**config.mk**
```make
export PLATFORM = sky130hd
export DESIGN_NAME = oled_spi_receiver_flat
export DESIGN_NICKNAME = d
export VERILOG_FILES = /design/src/rtl/oled_spi_receiver_if.sv /design/src/rtl/oled_spi_receiver.sv /design/src/flat_wrapper.sv
export SDC_FILE = /design/constraint.sdc
export NUM_CORES = 1
export LEC_CHECK = 0
export CORE_ASPECT_RATIO = 1.25
export CORE_UTILIZATION = 39
export DETAILED_ROUTE_END_ITERATION = 6
export PLACE_DENSITY = 0.68
export SKIP_LAST_GASP = 1
export SYNTH_ARGS = -nofsm -noshare
export SYNTH_HDL_FRONTEND = slang
export SYNTH_SLANG_ARGS = --single-unit
```
**constraint.sdc**
```tcl
create_clock -name clock -period 4.03 [get_ports clock]
set_input_delay 0.6045 -clock clock [delete_from_list [all_inputs] [get_ports clock]]
set_output_delay 0.6045 -clock clock [all_outputs]
set_load 0.03 [all_outputs]
```
**src/rtl/oled_spi_receiver_if.sv**
```systemverilog
// Byte stream leaving the OLED link receiver: FIFO head plus valid/ready handshake.
// The receiver drives the head (master); the consumer drives ready (slave).
interface oled_spi_receiver_if;
   logic       out_byte_valid;
   logic       in_byte_ready;
   logic [7:0] out_byte_data;
   logic       out_byte_isData;

   modport master (
      output out_byte_valid,
      output out_byte_data,
      output out_byte_isData,
      input  in_byte_ready
   );

   modport slave (
      input  out_byte_valid,
      input  out_byte_data,
      input  out_byte_isData,
      output in_byte_ready
   );
endinterface

```
**src/rtl/oled_spi_receiver.sv**
```systemverilog
// Receiving end of the write-only OLED serial link. The link is oversampled on
// the system clock, bytes are deserialised MSB-first and tagged command/data,
// queued in a small FIFO and decoded to track panel state.
module oled_spi_receiver #(
   parameter int FIFO_DEPTH = 4,
   parameter int TIMEOUT    = 1024
) (
   input  logic                        clock,
   input  logic                        reset,
   input  logic                        in_oled_clk,
   input  logic                        in_oled_din,
   input  logic                        in_oled_isData,
   input  logic                        in_oled_reset,
   input  logic                        in_oled_vdd,
   input  logic                        in_oled_vbat,
   oled_spi_receiver_if.master         byte_if,
   output logic                        out_display_on,
   output logic                        out_power_ok,
   output logic [15:0]                 out_cmd_count,
   output logic                        out_overflow,
   output logic                        out_frame_error
);

   localparam int AW = (FIFO_DEPTH > 1) ? $clog2(FIFO_DEPTH) : 1;
   localparam int CW = AW + 1;
   localparam int IW = $clog2(TIMEOUT + 1);
   localparam logic [IW-1:0] IDLE_MAX = IW'(TIMEOUT);
   localparam logic [CW-1:0] FIFO_FULL = CW'(FIFO_DEPTH);

   // Synchronised link inputs: {sclk, din, isData, panel_rst_n, vdd_n, vbat_n}
   logic [5:0] sync1, sync2;
   logic       sclk_s, din_s, isdata_s, panel_rst_n_s, vdd_n_s, vbat_n_s;
   logic       sclk_prev;
   logic       sclk_rise, sclk_edge;

   // Deserialiser state
   logic [7:0]    shift_reg;
   logic [2:0]    bit_cnt;
   logic          tag;
   logic [IW-1:0] idle_cnt;

   // FIFO state
   logic [8:0]    mem [FIFO_DEPTH];
   logic [AW-1:0] wr_ptr, rd_ptr;
   logic [CW-1:0] count;

   // Per-cycle control
   logic       byte_done, tag_bad, timeout_err, push_req;
   logic       push, pop, full, overflow_set, cmd_accept;
   logic [7:0] byte_new;

   // Two-flop synchronisers on all six link inputs
   // NOTE: sequential state is always assigned with <= so every flop samples pre-edge values.
   always_ff @(posedge clock or negedge reset) begin
      if (!reset) begin
         sync1 <= '0;
         sync2 <= '0;
      end else begin
         sync1 <= {in_oled_clk, in_oled_din, in_oled_isData,
                   in_oled_reset, in_oled_vdd, in_oled_vbat};
         sync2 <= sync1;
      end
   end

   assign sclk_s        = sync2[5];
   assign din_s         = sync2[4];
   assign isdata_s      = sync2[3];
   assign panel_rst_n_s = sync2[2];
   assign vdd_n_s       = sync2[1];
   assign vbat_n_s      = sync2[0];

   assign sclk_rise = sclk_s & ~sclk_prev;
   assign sclk_edge = sclk_s ^ sclk_prev;

   // Previous synced SCLK for edge detection, and saturating idle counter
   always_ff @(posedge clock or negedge reset) begin
      if (!reset) begin
         sclk_prev <= 1'b0;
         idle_cnt  <= '0;
      end else begin
         sclk_prev <= sclk_s;
         if (sclk_edge)
            idle_cnt <= '0;
         else if (idle_cnt != IDLE_MAX)
            idle_cnt <= idle_cnt + IW'(1);
      end
   end

   // Byte completion, tag check, timeout and FIFO push/pop decisions
   // NOTE: every signal gets a default first so no path leaves a latch behind.
   always_comb begin
      byte_done    = 1'b0;
      tag_bad      = 1'b0;
      timeout_err  = 1'b0;
      push_req     = 1'b0;
      byte_new     = {shift_reg[6:0], din_s};
      full         = (count == FIFO_FULL);
      pop          = byte_if.out_byte_valid & byte_if.in_byte_ready;
      push         = 1'b0;
      overflow_set = 1'b0;
      cmd_accept   = 1'b0;
      if (panel_rst_n_s) begin
         if (sclk_rise) begin
            byte_done = (bit_cnt == 3'd7);
            tag_bad   = byte_done && (isdata_s != tag);
            push_req  = byte_done && !tag_bad;
         end else begin
            timeout_err = (bit_cnt != 3'd0) && (idle_cnt == IDLE_MAX);
         end
      end
      // A pop in the same cycle frees the slot, so a full FIFO still accepts.
      push         = push_req && (!full || pop);
      overflow_set = push_req && full && !pop;
      cmd_accept   = push && !tag;
   end

   // Shift register, bit counter and byte tag
   always_ff @(posedge clock or negedge reset) begin
      if (!reset) begin
         shift_reg <= '0;
         bit_cnt   <= '0;
         tag       <= 1'b0;
      end else if (!panel_rst_n_s) begin
         bit_cnt <= '0;
      end else if (sclk_rise) begin
         shift_reg <= byte_new;
         bit_cnt   <= bit_cnt + 3'd1;
         if (bit_cnt == 3'd0)
            tag <= isdata_s;
      end else if (timeout_err) begin
         bit_cnt <= '0;
      end
   end

   // FIFO storage
   // NOTE: the data array has no reset; validity comes only from the reset pointers/count.
   always_ff @(posedge clock) begin
      if (push)
         mem[wr_ptr] <= {tag, byte_new};
   end

   // FIFO pointers and occupancy
   always_ff @(posedge clock or negedge reset) begin
      if (!reset) begin
         wr_ptr <= '0;
         rd_ptr <= '0;
         count  <= '0;
      end else begin
         if (push)
            wr_ptr <= wr_ptr + AW'(1);
         if (pop)
            rd_ptr <= rd_ptr + AW'(1);
         case ({push, pop})
            2'b10:   count <= count + CW'(1);
            2'b01:   count <= count - CW'(1);
            default: count <= count;
         endcase
      end
   end

   assign byte_if.out_byte_valid  = (count != '0);
   assign byte_if.out_byte_data   = byte_if.out_byte_valid ? mem[rd_ptr][7:0] : 8'h00;
   assign byte_if.out_byte_isData = byte_if.out_byte_valid ? mem[rd_ptr][8]   : 1'b0;

   // Panel state: display on/off, command count, rails and sticky error flags
   always_ff @(posedge clock or negedge reset) begin
      if (!reset) begin
         out_display_on  <= 1'b0;
         out_power_ok    <= 1'b0;
         out_cmd_count   <= '0;
         out_overflow    <= 1'b0;
         out_frame_error <= 1'b0;
      end else begin
         out_power_ok <= !vdd_n_s && !vbat_n_s;
         if (!panel_rst_n_s || vdd_n_s)
            out_display_on <= 1'b0;
         else if (cmd_accept && byte_new == 8'hAF)
            out_display_on <= 1'b1;
         else if (cmd_accept && byte_new == 8'hAE)
            out_display_on <= 1'b0;
         if (cmd_accept)
            out_cmd_count <= out_cmd_count + 16'd1;
         if (overflow_set)
            out_overflow <= 1'b1;
         if (tag_bad || timeout_err)
            out_frame_error <= 1'b1;
      end
   end

endmodule
```
**src/flat_wrapper.sv**
```systemverilog
// flat-port wrapper written by rule: the top's interface ports become plain ports
module oled_spi_receiver_flat 
#(
   parameter int FIFO_DEPTH = 4,
   parameter int TIMEOUT    = 1024
)
  (clock, reset, in_oled_clk, in_oled_din, in_oled_isData, in_oled_reset, in_oled_vdd, in_oled_vbat, out_display_on, out_power_ok, out_cmd_count, out_overflow, out_frame_error, byte_if_out_byte_valid, byte_if_out_byte_data, byte_if_out_byte_isData, byte_if_in_byte_ready);
  oled_spi_receiver_if byte_if_i ();
  input  logic clock;
  input  logic reset;
  input  logic in_oled_clk;
  input  logic in_oled_din;
  input  logic in_oled_isData;
  input  logic in_oled_reset;
  input  logic in_oled_vdd;
  input  logic in_oled_vbat;
  output logic out_display_on;
  output logic out_power_ok;
  output logic [15:0] out_cmd_count;
  output logic out_overflow;
  output logic out_frame_error;
  output wire logic [$bits(byte_if_i.out_byte_valid)-1:0] byte_if_out_byte_valid;
  output wire logic [$bits(byte_if_i.out_byte_data)-1:0] byte_if_out_byte_data;
  output wire logic [$bits(byte_if_i.out_byte_isData)-1:0] byte_if_out_byte_isData;
  input wire logic [$bits(byte_if_i.in_byte_ready)-1:0] byte_if_in_byte_ready;
  assign byte_if_out_byte_valid = byte_if_i.out_byte_valid;
  assign byte_if_out_byte_data = byte_if_i.out_byte_data;
  assign byte_if_out_byte_isData = byte_if_i.out_byte_isData;
  assign byte_if_i.in_byte_ready = byte_if_in_byte_ready;
  oled_spi_receiver #(.FIFO_DEPTH(FIFO_DEPTH), .TIMEOUT(TIMEOUT)) u_core (.clock(clock), .reset(reset), .in_oled_clk(in_oled_clk), .in_oled_din(in_oled_din), .in_oled_isData(in_oled_isData), .in_oled_reset(in_oled_reset), .in_oled_vdd(in_oled_vdd), .in_oled_vbat(in_oled_vbat), .byte_if(byte_if_i), .out_display_on(out_display_on), .out_power_ok(out_power_ok), .out_cmd_count(out_cmd_count), .out_overflow(out_overflow), .out_frame_error(out_frame_error));
endmodule
```
Yosys cells after proc, flatten, opt, wreduce, memory -nomap -nowiden
Memory sizes are Yosys's and may differ from the RTL's. Index checks and enable logic that the tools add are counted.

Input port bits: 9. Output and inout bits: 30. Register bits after elaboration: 62. Bits in writable memories: 36. Bits in latches: 0. ROM bits: 0. Memories kept: 1. Word-level logic and storage cells: 84.

Memory list: u_core.mem (words 4, bits a word 9, rd ports 1, clocked after Yosys merged registers in 0, write ports 1, line oled_spi_receiver.sv:43) `logic [8:0] mem [FIFO_DEPTH];`.

Shift-type cells: 0. Equality and inequality tests: 10. Multiply operators: 0. Div/mod/pow operators: 0. Magnitude comparators: 0. Bitwise operators: 4. Reduce and logical (&&, ||, !) cells: 28. Add/sub/neg operators: 7. Muxes and demuxes: 19.

Operators by type and width (number): $mux 11 (2); $add 16x1->16 const B (1); $eq 8x8->1 const B (2); $mux 1 (12); $add 11x1->11 const B (1); $eq 11x11->1 const B (1); $ne 11x11->1 const B (1); $logic_and 1x1->1 (10); $mux 3 (3); $reduce_bool 3->1 (3); $mux 8 (1); $logic_not 1->1 (7); $add 3x1->3 const B (2); $eq 3x3->1 const B (2); $pmux 3 s2 (1); $add 2x1->2 const B (2); $reduce_bool 2->1 (2); $logic_not 3->1 (1); $logic_or 1x1->1 (3); $ne 3x3->1 const B (1); $reduce_and 3->1 (1); $sub 3x1->3 const B (1); $and 1x1->1 (2); $eq 2x1->1 const B (1); other kinds (5) (5).

Longest topological paths before layout
Word-level depth: 12. Mapped depth: 11.

Least setup slack after synthesis
No wires, ideal clock.

Path kind: register to register. Start: reg u_core.count[0]. End: reg u_core.count[2]. Setup time: 0.133 ns. Path slack: 1.577 ns. Period minus slack after synthesis: 2.453 ns. Required time: 3.897 ns. Data arrival time: 2.320 ns. Cell stages (with the launch flop): 9. Path buffers: 2. Path through: dfrtp_1 -> buf_2 -> or3_1 -> clkbuf_1 -> nand3_1 -> fa_1 -> or4_1 -> o211ai_1 -> o211ai_1.

Word-level cells in the longest chain between the ends: 6. Elaborated cells between the ends (all ways): 12.

Ends and longest elaborated chain: start: declaration (line oled_spi_receiver.sv:45) `logic [CW-1:0] count;`; start signal: assignment (line oled_spi_receiver.sv:154) `2'b10: count <= count + CW'(1);`; start signal: assignment (line oled_spi_receiver.sv:155) `2'b01: count <= count - CW'(1);`; start signal: assignment (line oled_spi_receiver.sv:156) `default: count <= count;`; $reduce_bool 3->1 (*) (line oled_spi_receiver.sv:161) `assign byte_if.out_byte_valid = (count != '0);`; named net byte_if_out_byte_valid (line flat_wrapper.sv:22) `output wire logic [$bits(byte_if_i.out_byte_valid)-1:0] byte_if_out_byte_valid;`; $and 1x1->1 (*) (line oled_spi_receiver.sv:98) `pop = byte_if.out_byte_valid & byte_if.in_byte_ready;`; $logic_or 1x1->1 (line oled_spi_receiver.sv:112) `push = push_req && (!full || pop);`; $logic_and 1x1->1 (line oled_spi_receiver.sv:112); $eq 2x1->1 / $eq 2x2->1 (equally long branches) (line oled_spi_receiver.sv:153) `case ({push, pop})`; $pmux 3 s2 / $reduce_bool 2->1 (equally long branches).

Mark *: on every way through the listed nets, which the timed path passes. The rest lies on a longest branch. A chain may end at the register's enable or synchronous reset.

Final worst setup path
Start: reg u_core.rd_ptr[0]. End: out byte_if_out_byte_data[4].

Word-level cells in the longest chain between the ends: 2.

Ends and longest elaborated chain: start: declaration (line oled_spi_receiver.sv:44) `logic [AW-1:0] wr_ptr, rd_ptr;`; start signal: assignment (line oled_spi_receiver.sv:152) `rd_ptr <= rd_ptr + AW'(1);`; $mem_v2 4x9; $mux 8 (line oled_spi_receiver.sv:162) `assign byte_if.out_byte_data = byte_if.out_byte_valid ? mem[rd_ptr][7:0] : 8'h00;`; end: declaration (line flat_wrapper.sv:23) `output wire logic [$bits(byte_if_i.out_byte_data)-1:0] byte_if_out_byte_data;`.

No other way between the ends.

==> impl_metrics.prom <==
# TYPE chip_impl_metric gauge
chip_impl_info{name="outcome",value="finished, final reports clean"} 1
chip_impl_metric{name="final_net_count",unit=""} 365
chip_impl_metric{name="p_int",unit="W"} 0.00193
chip_impl_metric{name="track_usage",unit="%"} 14.0
chip_impl_metric{name="detail_route.vias_per_cell",unit=""} 5.17
chip_impl_metric{name="finalClockSkew",unit="ns"} 0.0106
chip_impl_metric{name="min_period",unit="ns"} 3.03
chip_impl_metric{name="largest_register_ff_count",unit=""} 36
chip_impl_metric{name="area_growth_syn_to_layout",unit="%"} 19.3
chip_impl_metric{name="clkSinkCount",unit=""} 98
chip_impl_metric{name="synth-seq-area-share",unit="%"} 63.0
chip_impl_metric{name="cts_post_setup_buffers_inserted",unit=""} 0
chip_impl_metric{name="drc",unit=""} 0
chip_impl_metric{name="tritoncts.num_buffers",unit=""} 9
chip_impl_metric{name="grt_remaining_overflow",unit=""} 0
chip_impl_info{name="cp-start-kind",value="register"} 1
chip_impl_info{name="cts_tree",value="yes"} 1
chip_impl_metric{name="fillers",unit=""} 932
chip_impl_metric{name="detail_route.first_pass.iterations",unit=""} 4
chip_impl_metric{name="synth_nets",unit=""} 323
chip_impl_metric{name="fin_setup_tns",unit="ns"} 0
chip_impl_info{name="crit_path_start",value="u_core.rd_ptr[0]$_DFFE_PN0N_"} 1
chip_impl_metric{name="finalHoldViolCount",unit=""} 0
chip_impl_metric{name="fp.dieW",unit="um"} 94.6
chip_impl_metric{name="netlist_area",unit="um2"} 4180
chip_impl_metric{name="antenna_violating_nets_post_route",unit=""} 0
chip_impl_metric{name="power.density",unit="nW/um2"} 543
chip_impl_metric{name="dp_worst_setup_slack",unit="ns"} 1.16
chip_impl_metric{name="fp.dieArea",unit="um2"} 11100
chip_impl_metric{name="layout_worst_path_cycle_share",unit="%"} 75.1
chip_impl_metric{name="cp.required",unit="ns"} 3.43
chip_impl_metric{name="final_max_slew_viol_count",unit=""} 0
chip_impl_metric{name="power.leakage",unit="nW"} 1.91
chip_impl_metric{name="final_core_area_utilization",unit="%"} 48.6
chip_impl_metric{name="slew_headroom",unit="%"} 27.8
chip_impl_metric{name="pin_count_of_the_biggest_net_entering_global_routing",unit=""} 49
chip_impl_metric{name="rows",unit=""} 41
chip_impl_info{name="ctsRootBufferMaster",value="sky130_fd_sc_hd__clkbuf_16"} 1
chip_impl_metric{name="grt_pass1_wl",unit="mm"} 11.9
chip_impl_info{name="largest-register",value="u_core.mem"} 1
chip_impl_metric{name="sequentialPowerShare",unit="%"} 47.1
chip_impl_metric{name="cts_max_level",unit=""} 3
chip_impl_info{name="worst-setup-path-type",value="register to output port"} 1
chip_impl_info{name="crit_chain",value="mux4_2, and2_1, clkdlybuf4s50_1"} 1
chip_impl_metric{name="max_slew.worst_pin.slew",unit="ns"} 1.07
chip_impl_metric{name="yosysUniqueCellTypes",unit=""} 40
chip_impl_metric{name="crit_arrival",unit="ns"} 2.42
chip_impl_metric{name="power.share.switching",unit="%"} 29.0
chip_impl_metric{name="dr_wl_cell",unit="um"} 14.9
chip_impl_info{name="cpLargestDelayFamily",value="flip-flops"} 1
chip_impl_metric{name="postCtsResizedCells",unit=""} 0
chip_impl_metric{name="layout_setup_ws",unit="ns"} 1.00
chip_impl_info{name="most-common-layout-cells",value="sky130_fd_sc_hd__dfrtp_1, sky130_fd_sc_hd__clkdlybuf4s50_1, sky130_fd_sc_hd__edfxtp_1, sky130_fd_sc_hd__xnor2_1, sky130_fd_sc_hd__and2_1"} 1
chip_impl_metric{name="grt_antenna_before_repair",unit=""} 0
chip_impl_metric{name="clkSlewWorstSetupHoldPaths",unit="ns"} 0.07
chip_impl_metric{name="synth_seq_cells",unit=""} 98
chip_impl_info{name="critical_path.endpoint_type",value="output port"} 1
chip_impl_metric{name="sequential_cell_area",unit="um2"} 2630
chip_impl_info{name="cpMaxStageDelayCell",value="sky130_fd_sc_hd__dfrtp_1"} 1
chip_impl_metric{name="final.hold.worst_slack",unit="ns"} 0.348
chip_impl_info{name="most_common_cell_after_layout_fill_and_taps_aside",value="sky130_fd_sc_hd__dfrtp_1"} 1
chip_impl_metric{name="antenna_cells_inserted",unit=""} 0
chip_impl_metric{name="synth-edff-count",unit=""} 36
chip_impl_metric{name="cp_num_buf_inv",unit=""} 1
chip_impl_metric{name="yosys_warnings",unit=""} 0
chip_impl_metric{name="cts_buffer_depth",unit=""} 2
chip_impl_info{name="holdCritStartpoint",value="u_core.sync1[2]$_DFF_PN0_"} 1
chip_impl_metric{name="critPathMaxFanout",unit=""} 11
chip_impl_metric{name="gpl.final_weighted_congestion",unit=""} 0.751
chip_impl_metric{name="cts.hold.buffers_added",unit=""} 0
chip_impl_metric{name="drv_cap",unit=""} 0
chip_impl_metric{name="async_reset_ff_share",unit="%"} 63.3
chip_impl_metric{name="slowest_delay",unit="ns"} 0.75
chip_impl_info{name="largest_registers",value="u_core.mem: 36 flops, u_core.out_cmd_count: 16 flops, u_core.idle_cnt: 11 flops"} 1
chip_impl_metric{name="final_layout_size_suffix_gt1_share",unit="%"} 10.6
chip_impl_metric{name="timing.fmax",unit="MHz"} 330
chip_impl_metric{name="power_frac_clock",unit="%"} 30.9
chip_impl_info{name="top_reg_cell_synth",value="sky130_fd_sc_hd__dfrtp_1"} 1
chip_impl_metric{name="multi_input_area",unit="um2"} 1470
chip_impl_metric{name="design.core.area",unit="um2"} 10300
chip_impl_metric{name="fp.dieH",unit="um"} 118
chip_impl_info{name="rsz0062_at_grt",value="false"} 1
chip_impl_metric{name="setup_failing_eps_final",unit=""} 0
chip_impl_metric{name="io_buffers",unit=""} 38
chip_impl_metric{name="route.final.wire_length",unit="mm"} 7.11
chip_impl_metric{name="detail_route.iter0.violations",unit=""} 139
chip_impl_metric{name="p_switching",unit="W"} 0.000785
chip_impl_metric{name="worstSkewPairLatency",unit="ns"} 0.34
chip_impl_metric{name="avgSynthCellArea",unit="um2"} 13.8
chip_impl_metric{name="comb_power_share",unit="%"} 22.0
chip_impl_info{name="worst_hold_path_type",value="register to register"} 1
chip_impl_metric{name="routed-via-count",unit=""} 2473
chip_impl_info{name="worstReg2RegStart",value="u_core.bit_cnt[0]$_DFFE_PN0P_"} 1
chip_impl_metric{name="power.ir.vdd_worst",unit="mV"} 0.247
chip_impl_metric{name="post-dp-hpwl",unit="mm"} 4.75
chip_impl_metric{name="pin_count",unit=""} 39
chip_impl_metric{name="syn-instance-count",unit=""} 302
chip_impl_metric{name="first_global_vias",unit=""} 2422
chip_impl_metric{name="floorplan.initialDensity",unit="%"} 40.8
==> logic make-up after synthesis <==
| group | synth area share (%) |
|---|---|
| AND/OR/NAND/NOR | 14.2 |
| flip-flops | 63.0 |
| XOR/XNOR | 6.28 |
| AO/OA/AOI/OAI | 3.47 |
| buffers and inverters | 1.80 |
| multiplexers | 7.51 |
| adder cells (fa/ha/maj) | 3.77 |
==> worst paths after layout <==
path                       slack, ns                                    to  cells after the start
max                             1.00              byte_if_out_byte_data[4]                      3
min                             0.35             u_core.sync2[2]$_DFF_PN0_                      0
max reg2reg                     1.28           u_core.count[2]$_DFFE_PN0P_                      9
min reg2reg                     0.35             u_core.sync2[2]$_DFF_PN0_                      0
max in group asynchronous       2.77  u_core.out_cmd_count[14]$_DFFE_PN0P_                      2
min in group asynchronous       0.45   u_core.out_cmd_count[5]$_DFFE_PN0P_                      1
==> worst register-to-register path, delay by kind of cell, from the launching register on <==
kind / cells / cell delay [ns]
AO/OA/AOI/OAI: 2 / 0.27
adder cells (fa/ha/maj): 3 / 0.85
flip-flops: 1 / 0.41
AND/OR/NAND/NOR: 4 / 1.12
==> layer usage <==
layer	up-vias	routed length [um]	GRT usage [%]	share of wire [%]
met5	-	0	0	0
li1	1183	-	-	-
met4	0	132	6.25	1.9
met2	35	3620	22.5	51
met1	1245	3170	18.4	45
met3	10	181	2.39	2.5
==> final cells by class <==
| type | instances | share of cell area [%] |
|---|---|---|
| clock buffers | 10 | 4.59 |
| clock inverters | 6 | 1.28 |
| inverters | 10 | 0.752 |
| multi-input cells | 185 | 29.5 |
| flip-flops and latches | 98 | 52.8 |
| well taps | 129 | 3.24 |
| repair buffers | 40 | 7.83 |
==> cell usage after synthesis, drive strengths merged, types with 4 or more instances <==
library cell	number	area share [%]
nor3	5	0.60
clkbuf	6	0.54
xnor2	24	5.0
nor2	4	0.36
nand3	15	1.8
a21oi	6	0.72
mux2	9	2.4
nor4	6	0.90
nand3b	5	0.90
edfxtp	36	26
inv	10	0.90
xor2	6	1.3
mux4	9	4.8
and4	4	0.84
nand2	18	1.6
and2	21	3.1
nand4	10	1.5
ha	11	3.3
dfrtp	62	37
==> per-stage QoR <==
step	cell area, um2	power [W]	std cells
final	4990	0.00271	478
after global routing	4990	0.00284	478
after CTS	4990	0.00274	478
after detailed placement	4700	0.00190	462
after global placement	4700	0.00188	462
after floorplan	4180	0.00168	302
==> power by group through the flow <==
| stage | Clock [W] | Combinational, W | Sequential [W] |
|---|---|---|---|
| 2_1_floorplan | 0 | 0.000470 | 0.00121 |
| 3_3_place_gp | 0 | 0.000586 | 0.00129 |
| 3_5_place_dp | 0 | 0.000600 | 0.00130 |
| 4_1_cts | 0.000852 | 0.000603 | 0.00128 |
| 5_1_grt | 0.000902 | 0.000647 | 0.00129 |
| 6_report | 0.000836 | 0.000597 | 0.00128 |
(Power assumes the default switching activity.)
